### src/rtl/serial_frame_receiver.sv
// Bit-serial frame receiver: start bit, WIDTH data bits LSB first, optional even parity, stop bit.
// Produces a parallel word with one-cycle valid, parity-error and framing-error pulses.
module serial_frame_receiver #(
  parameter int WIDTH     = 8,
  parameter bit PARITY_EN = 1'b1
) (
  input  logic             clk,
  input  logic             rst_n,
  input  logic             bit_en,
  input  logic             serial_in,
  output logic [WIDTH-1:0] data_out,
  output logic             data_valid,
  output logic             parity_err,
  output logic             frame_err,
  output logic             busy
);

  localparam int CW = (WIDTH > 1) ? $clog2(WIDTH) : 1;
  localparam logic [CW-1:0] LAST_BIT = CW'(WIDTH - 1);

  typedef enum logic [1:0] {
    S_IDLE,
    S_DATA,
    S_PAR,
    S_STOP
  } state_t;

  state_t           r_state;
  logic [WIDTH-1:0] r_shreg;
  logic [CW-1:0]    r_cnt;
  logic             r_perr;

  logic [WIDTH-1:0] w_shift_next;
  logic             w_parity_mismatch;

  // A one-bit word has nothing to keep, so the shift degenerates to a plain load.
  generate
    if (WIDTH == 1) begin : g_shift_one
      assign w_shift_next = serial_in;
    end else begin : g_shift_many
      assign w_shift_next = {serial_in, r_shreg[WIDTH-1:1]};
    end
  endgenerate

  assign w_parity_mismatch = (^r_shreg) ^ serial_in;
  assign busy              = (r_state != S_IDLE);

  // NOTE: all state here is written with non-blocking assignments so every
  // register samples the pre-edge values of the others, as the hardware does.
  always_ff @(posedge clk or negedge rst_n) begin
    if (!rst_n) begin
      r_state    <= S_IDLE;
      r_shreg    <= '0;
      r_cnt      <= '0;
      r_perr     <= 1'b0;
      data_out   <= '0;
      data_valid <= 1'b0;
      parity_err <= 1'b0;
      frame_err  <= 1'b0;
    end else begin
      // Pulses default low each cycle, so any set below lasts exactly one clock.
      data_valid <= 1'b0;
      parity_err <= 1'b0;
      frame_err  <= 1'b0;
      if (bit_en) begin
        case (r_state)
          S_IDLE: begin
            if (!serial_in) begin
              r_state <= S_DATA;
              r_cnt   <= '0;
              r_shreg <= '0;
              r_perr  <= 1'b0;
            end
          end
          S_DATA: begin
            r_shreg <= w_shift_next;
            r_cnt   <= r_cnt + CW'(1);
            if (r_cnt == LAST_BIT) begin
              r_state <= PARITY_EN ? S_PAR : S_STOP;
            end
          end
          S_PAR: begin
            r_perr  <= w_parity_mismatch;
            r_state <= S_STOP;
          end
          S_STOP: begin
            if (!serial_in) begin
              frame_err <= 1'b1;
            end else if (r_perr) begin
              parity_err <= 1'b1;
            end else begin
              data_out   <= r_shreg;
              data_valid <= 1'b1;
            end
            r_state <= S_IDLE;
          end
          default: r_state <= S_IDLE;
        endcase
      end
    end
  end

endmodule

### config.mk
export PLATFORM = sky130hd
export DESIGN_NAME = serial_frame_receiver
export DESIGN_NICKNAME = d
export VERILOG_FILES = /design/src/rtl/serial_frame_receiver.sv
export SDC_FILE = /design/constraint.sdc
export NUM_CORES = 1
export LEC_CHECK = 0
export ABC_AREA = 1
export CAP_MARGIN = 25
export CORE_UTILIZATION = 64
export CTS_BUF_LIST = sky130_fd_sc_hd__clkbuf_8
export DETAILED_ROUTE_END_ITERATION = 6
export DONT_BUFFER_PORTS = 1
export PLACE_DENSITY = 0.8
export SYNTH_ARGS = -nofsm -noshare
export SYNTH_HDL_FRONTEND = slang
export SYNTH_SLANG_ARGS = --single-unit
### constraint.sdc
create_clock -name clk -period 1.6 [get_ports clk]
set_clock_uncertainty 0.05 [all_clocks]
set_input_delay 0.24 -clock clk [delete_from_list [all_inputs] [get_ports clk]]
set_output_delay 0.24 -clock clk [all_outputs]
set_load 0.005 [all_outputs]
* Word level (Yosys, flattened, before mapping)
Cells that the tools add are included.
** Operators by class
- Add/sub/neg operators :: 1
- $mul :: 0
- Div/mod/pow operators :: 0
- Magnitude comparators :: 0
- Eq/ne operators :: 6
- Shift operators :: 0
- Mux-type cells :: 20
- Bitwise gates (word level) :: 2
- Reduce and logical (&&, ||, !) cells :: 9
** Operators by type and width (number)
- $pmux 8 s2 :: 1
- $mux 1 :: 12
- $reduce_and 3->1 :: 3
- $mux 8 :: 1
- $pmux 2 s4 :: 1
- $reduce_xor 8->1 :: 1
- $pmux 3 s2 :: 1
- $reduce_bool 2->1 :: 3
- $eq 2x2->1 const B :: 2
- $mux 2 :: 2
- $ne 2x2->1 const B :: 2
- $reduce_and 4->1 :: 1
- $add 3x1->3 const B :: 1
- $eq 3x3->1 const B :: 1
- $mux 3 :: 1
- $eq 2x1->1 const B :: 1
- $logic_not 2->1 :: 1
- $pmux 1 s2 :: 1
- $not 1->1 :: 1
- $xor 1x1->1 :: 1
** Word-level totals
- Register bits after elaboration :: 25
- Bits in latches :: 0
- Memory bits (writable) :: 0
- Bits in read-only memories :: 0
- Input bits :: 4
- Word-level logic and storage cells :: 46
- Memories kept :: 0

* Logic depth before layout (Yosys ltp)
- Depth after elaboration :: 4
- Gate-level depth with buffers :: 10

* Worst setup path before layout
OpenSTA, ideal clock, no wires.
- Kind :: reg2reg
- Start :: register r_state[0]
- End :: register r_shreg[0]
- Setup time :: 82 ps
- Data arrival time :: 1196 ps
- Path slack :: 272 ps
- Stages on the path, launching flop included :: 9
- Buffers on the path :: 0
- Cell sequence :: dfrtp_1 > inv_1 > ha_1 > nand2_1 > nand2_1 > inv_2 > o21ai_2 > inv_2 > o22ai_1
** On the way
- Word-level cells in the longest chain between the ends :: 3
- Elaborated cells between the ends (all ways) :: 6
** Ends and longest elaborated chain
- from (decl) :: line 28 : state_t r_state;
- from (signal assigned) :: line 79 : r_state <= PARITY_EN ? S_PAR : S_STOP;
- $eq 2x1->1 / $logic_not 2->1 (equally long branches) :: line 66 : case (r_state)
- $reduce_bool 2->1 (no source line) / $ne 2x2->1 (equally long branches)
- $reduce_and 3->1 (no source line)
- to (signal assigned) :: line 76 : r_shreg <= w_shift_next;
- to (decl) :: line 29 : logic [WIDTH-1:0] r_shreg;
Parallel ways exist; a longest one is shown, timed or not.
A chain may end at the register's enable or synchronous reset.

* Worst setup path after layout
- Start :: register r_state[0]
- End :: register r_state[0]
** On the way
- Word-level cells in the longest chain between the ends :: 3
- Elaborated cells between the ends (all ways) :: 8
** Ends and longest elaborated chain (line)
- $eq 2x1->1 / $logic_not 2->1 (equally long branches) :: 66
- $ne 2x2->1 (no source line)
- $reduce_and 3->1 (no source line)
Parallel ways exist; a longest one is shown, timed or not.

==> run metrics <==
status=finished clean; Maximum Capacitance Violations=0; Static Leak=between 0.6 and 0.7 nW; IO buf count=0; Worst R2R Start=r_state[0]; #FFs+latches synth=25; Initial Utilization=0.686; Post CTS Setup Buffer Count=0; Synth Instances=125; Simple-Gate Fraction of Synth Area=0.183; WL met1=933 µm; FILL cells=~120; routed vias/inst=5.29; vias=approximately 830; CTS tree=yes; wire length per cell=around 13 µm; Slew HR=0.685; vias in the first global route=a little over 800; Final Hold Viols=0; DIE AREA=2030 µm²; Die Ht=~45 µm; Final HPWL DP=around 1400 µm; syn_nets=about 140; Clock Tree Root=clkbuf_8; footprint of the multi-input gates=484 µm²; reg2reg path depth=7; reg2reg setup slack=about 0.16 ns; Clock Sinks=25; Met3 Wirelength=around 61 µm; Clock Latency Late Sink=about 0.26 ns; gp weighted congestion=approximately 0.76; CP endpoint kind=register; syn avg cell area=around 9.5 µm²; critical-path cell list=inv_2, ha_4, nand2_1, nand2_1, a21oi_1, o21ai_0, o21ai_0; Cell Area, Placed=1200 µm²; Synth cell types=16; total power=around 2.1 mW; Peak VDD IR=just under 1 mV; dpl ws=~0.097 ns; row count=15; Net Sw Frac=0.393; critical path's slowest cell=dfrtp_1; Sequential Power Share=0.451; first-pass GRT wire length=between 3000 and 4000 µm; drt drc=0; commonest non-fill, non-tap cell in the layout=nand2_1; hold path startpoint=bit_en; Synth-to-Final Area Change=9.51%; Hold WC Path Type=input pin to register; CP top delay family=compound AO/OA/AOI/OAI gates; Data required, critical path=between 1.5 and 2 ns; worst flop-to-flop path endpoint=r_state[0]; met2 WL post-DR=between 900 and 1000 µm; Slew Viols, Final=0; mapped cell area=1180 µm²; worst hold stages=2; crit share post-route=0.897; initial antenna violation count=0; H-Tree Depth=1; router iterations before antenna repair=4; top sig layer=met4; NetSw=0.834 mW; Bufs and invs on worst path=1; combinational power share=0.381; Seq/Total Area, Yosys=0.529; Synth Area in Compound Gates=0.134; Synth Area in XOR/XNOR=0.00740; Warnings, synthesis=0; GRT overflow=0; share of layout cells above drive strength 1=0.183; Worst path max stage delay=about 0.40 ns; clock power share=0.168; drt initial violations=10; setup violators final=0; final hold slack=~0.032 ns; Cell Int Power=1.29 mW; RSZ-0062 raised after global routing=no; nets@finish=between 100 and 150; ANT nets after route=0; Final Instance Area=1300 µm²; adder and majority gate portion of the synthesized area=0.0740; DRT Wirelength=1970 µm; multiplexer share of the synthesized area=0; total CTS buffers=3; Tot GR Track Use=0.225; n_diodes=0; critical path peak fanout=4; Clock transition at path regs=about 0.080 ns; Final WS setup=between 0.15 and 0.2 ns; post-route minimum period=1.44 ns; Setup CP Type=register to register; die width=45.0 µm; setup TNS=0 ns; combinational family with the most area after synthesis=simple AND/OR/NAND/NOR gates; largest net degree at the start of global routing=26; startpoint class of the critical path=register; f_max=around 700 MHz; clk buf depth=2; worst-case hold path end point=frame_err; Reg area=around 630 µm²; PwrDens=roughly 1600 nW/µm²; IO Pins=16; Core Region=1730 µm²; Least-Margin Pin Slew=around 0.47 ns; commonest non-fill, non-tap cells in the layout=nand2_1, dfrtp_1, inv_1, o21ai_2; Critical Path AT=roughly 1.6 ns
## cells in the mapped netlist
library cell  number  area (µm²)
nand2_1           31         116
inv_1             17        63.8
nor3b_1            1        7.51
o22ai_1            8        50.1
inv_2              3        11.3
o21ai_2            9        78.8
ha_1               7        87.6
nor2_1             3        11.3
xor2_1             1        8.76
dfrtp_1           25         626
a21oi_1            1        5.00
nand3_1            8        40.0
buf_6              1        11.3
nand2_2            4        25.0
o21ai_0            5        25.0
nor3_4             1        16.3
## metrics by stage
| stage | util | instances |
|---|---|---|
| after detailed placement | 0.697 | 149 |
| after CTS | 0.735 | 155 |
| after global placement | 0.697 | 149 |
| after floorplan | - | 125 |
| final | 0.751 | 156 |
| after global routing | 0.751 | 156 |
## repair_timing
item | in CTS | in global routing
resized for setup | 0 | 4
setup endpoints to repair | 0 | 11
hold buffers | 2 | 0
hold endpoints to repair | 26 | 0
## state kept, by name (all words and copies together) (netlist names)
signal,count
r_state,2
frame_err,1
data_out,8
r_cnt,3
data_valid,1
r_perr,1
r_shreg,8
parity_err,1
## kinds of logic (layout without fill, tap and decap cells)
| family | after synthesis | after routing |
|---|---|---|
| AOI/OAI and AO/OA | 23 | 23 |
| xor gates and xnor gates | 1 | 1 |
| adders and majority gates | 7 | 7 |
| buffers and inverters | 21 | 27 |
| DFF | 25 | 25 |
| and+or+nand+nor | 48 | 48 |
## power groups by stage
| stage | Combinational [mW] | Sequential (mW) | Clock [mW] |
|---|---|---|---|
| after detailed placement | 0.738 | 0.968 | 0 |
| after CTS | 0.759 | 0.954 | 0.364 |
| after global placement | 0.689 | 0.952 | 0 |
| final | 0.808 | 0.958 | 0.357 |
| after floorplan | 0.606 | 0.936 | 0 |
| after global routing | 0.922 | 0.981 | 0.396 |
## layer usage
| metal | vias up | GRT usage |
|---|---|---|
| li1 | 412 | - |
| met1 | 391 | 0.299 |
| met2 | 17 | 0.371 |
| met3 | 5 | 0.0400 |
| met4 | 0 | 0.0788 |
| met5 | - | 0 |
## how the worst max path moves through the flow
stage	depth (start not counted)	to	start
after detailed placement	8	r_shreg[3]	r_state[0]
after CTS	8	r_shreg[3]	r_state[0]
after floorplan	8	r_shreg[0]	r_state[0]
after global placement	8	r_shreg[0]	r_state[0]
after global routing	8	r_shreg[3]	r_state[0]
final	7	r_state[0]	r_state[0]
## cell type report
type	count	share of cell area
multi-input cells	79	0.374
repair buffers	3	0.0270
clock inverters	1	0.00290
clock buffers	3	0.0319
inverters	20	0.0579
flip-flops and latches	25	0.483
well taps	25	0.0241
Power figures use the tool's default switching activity.
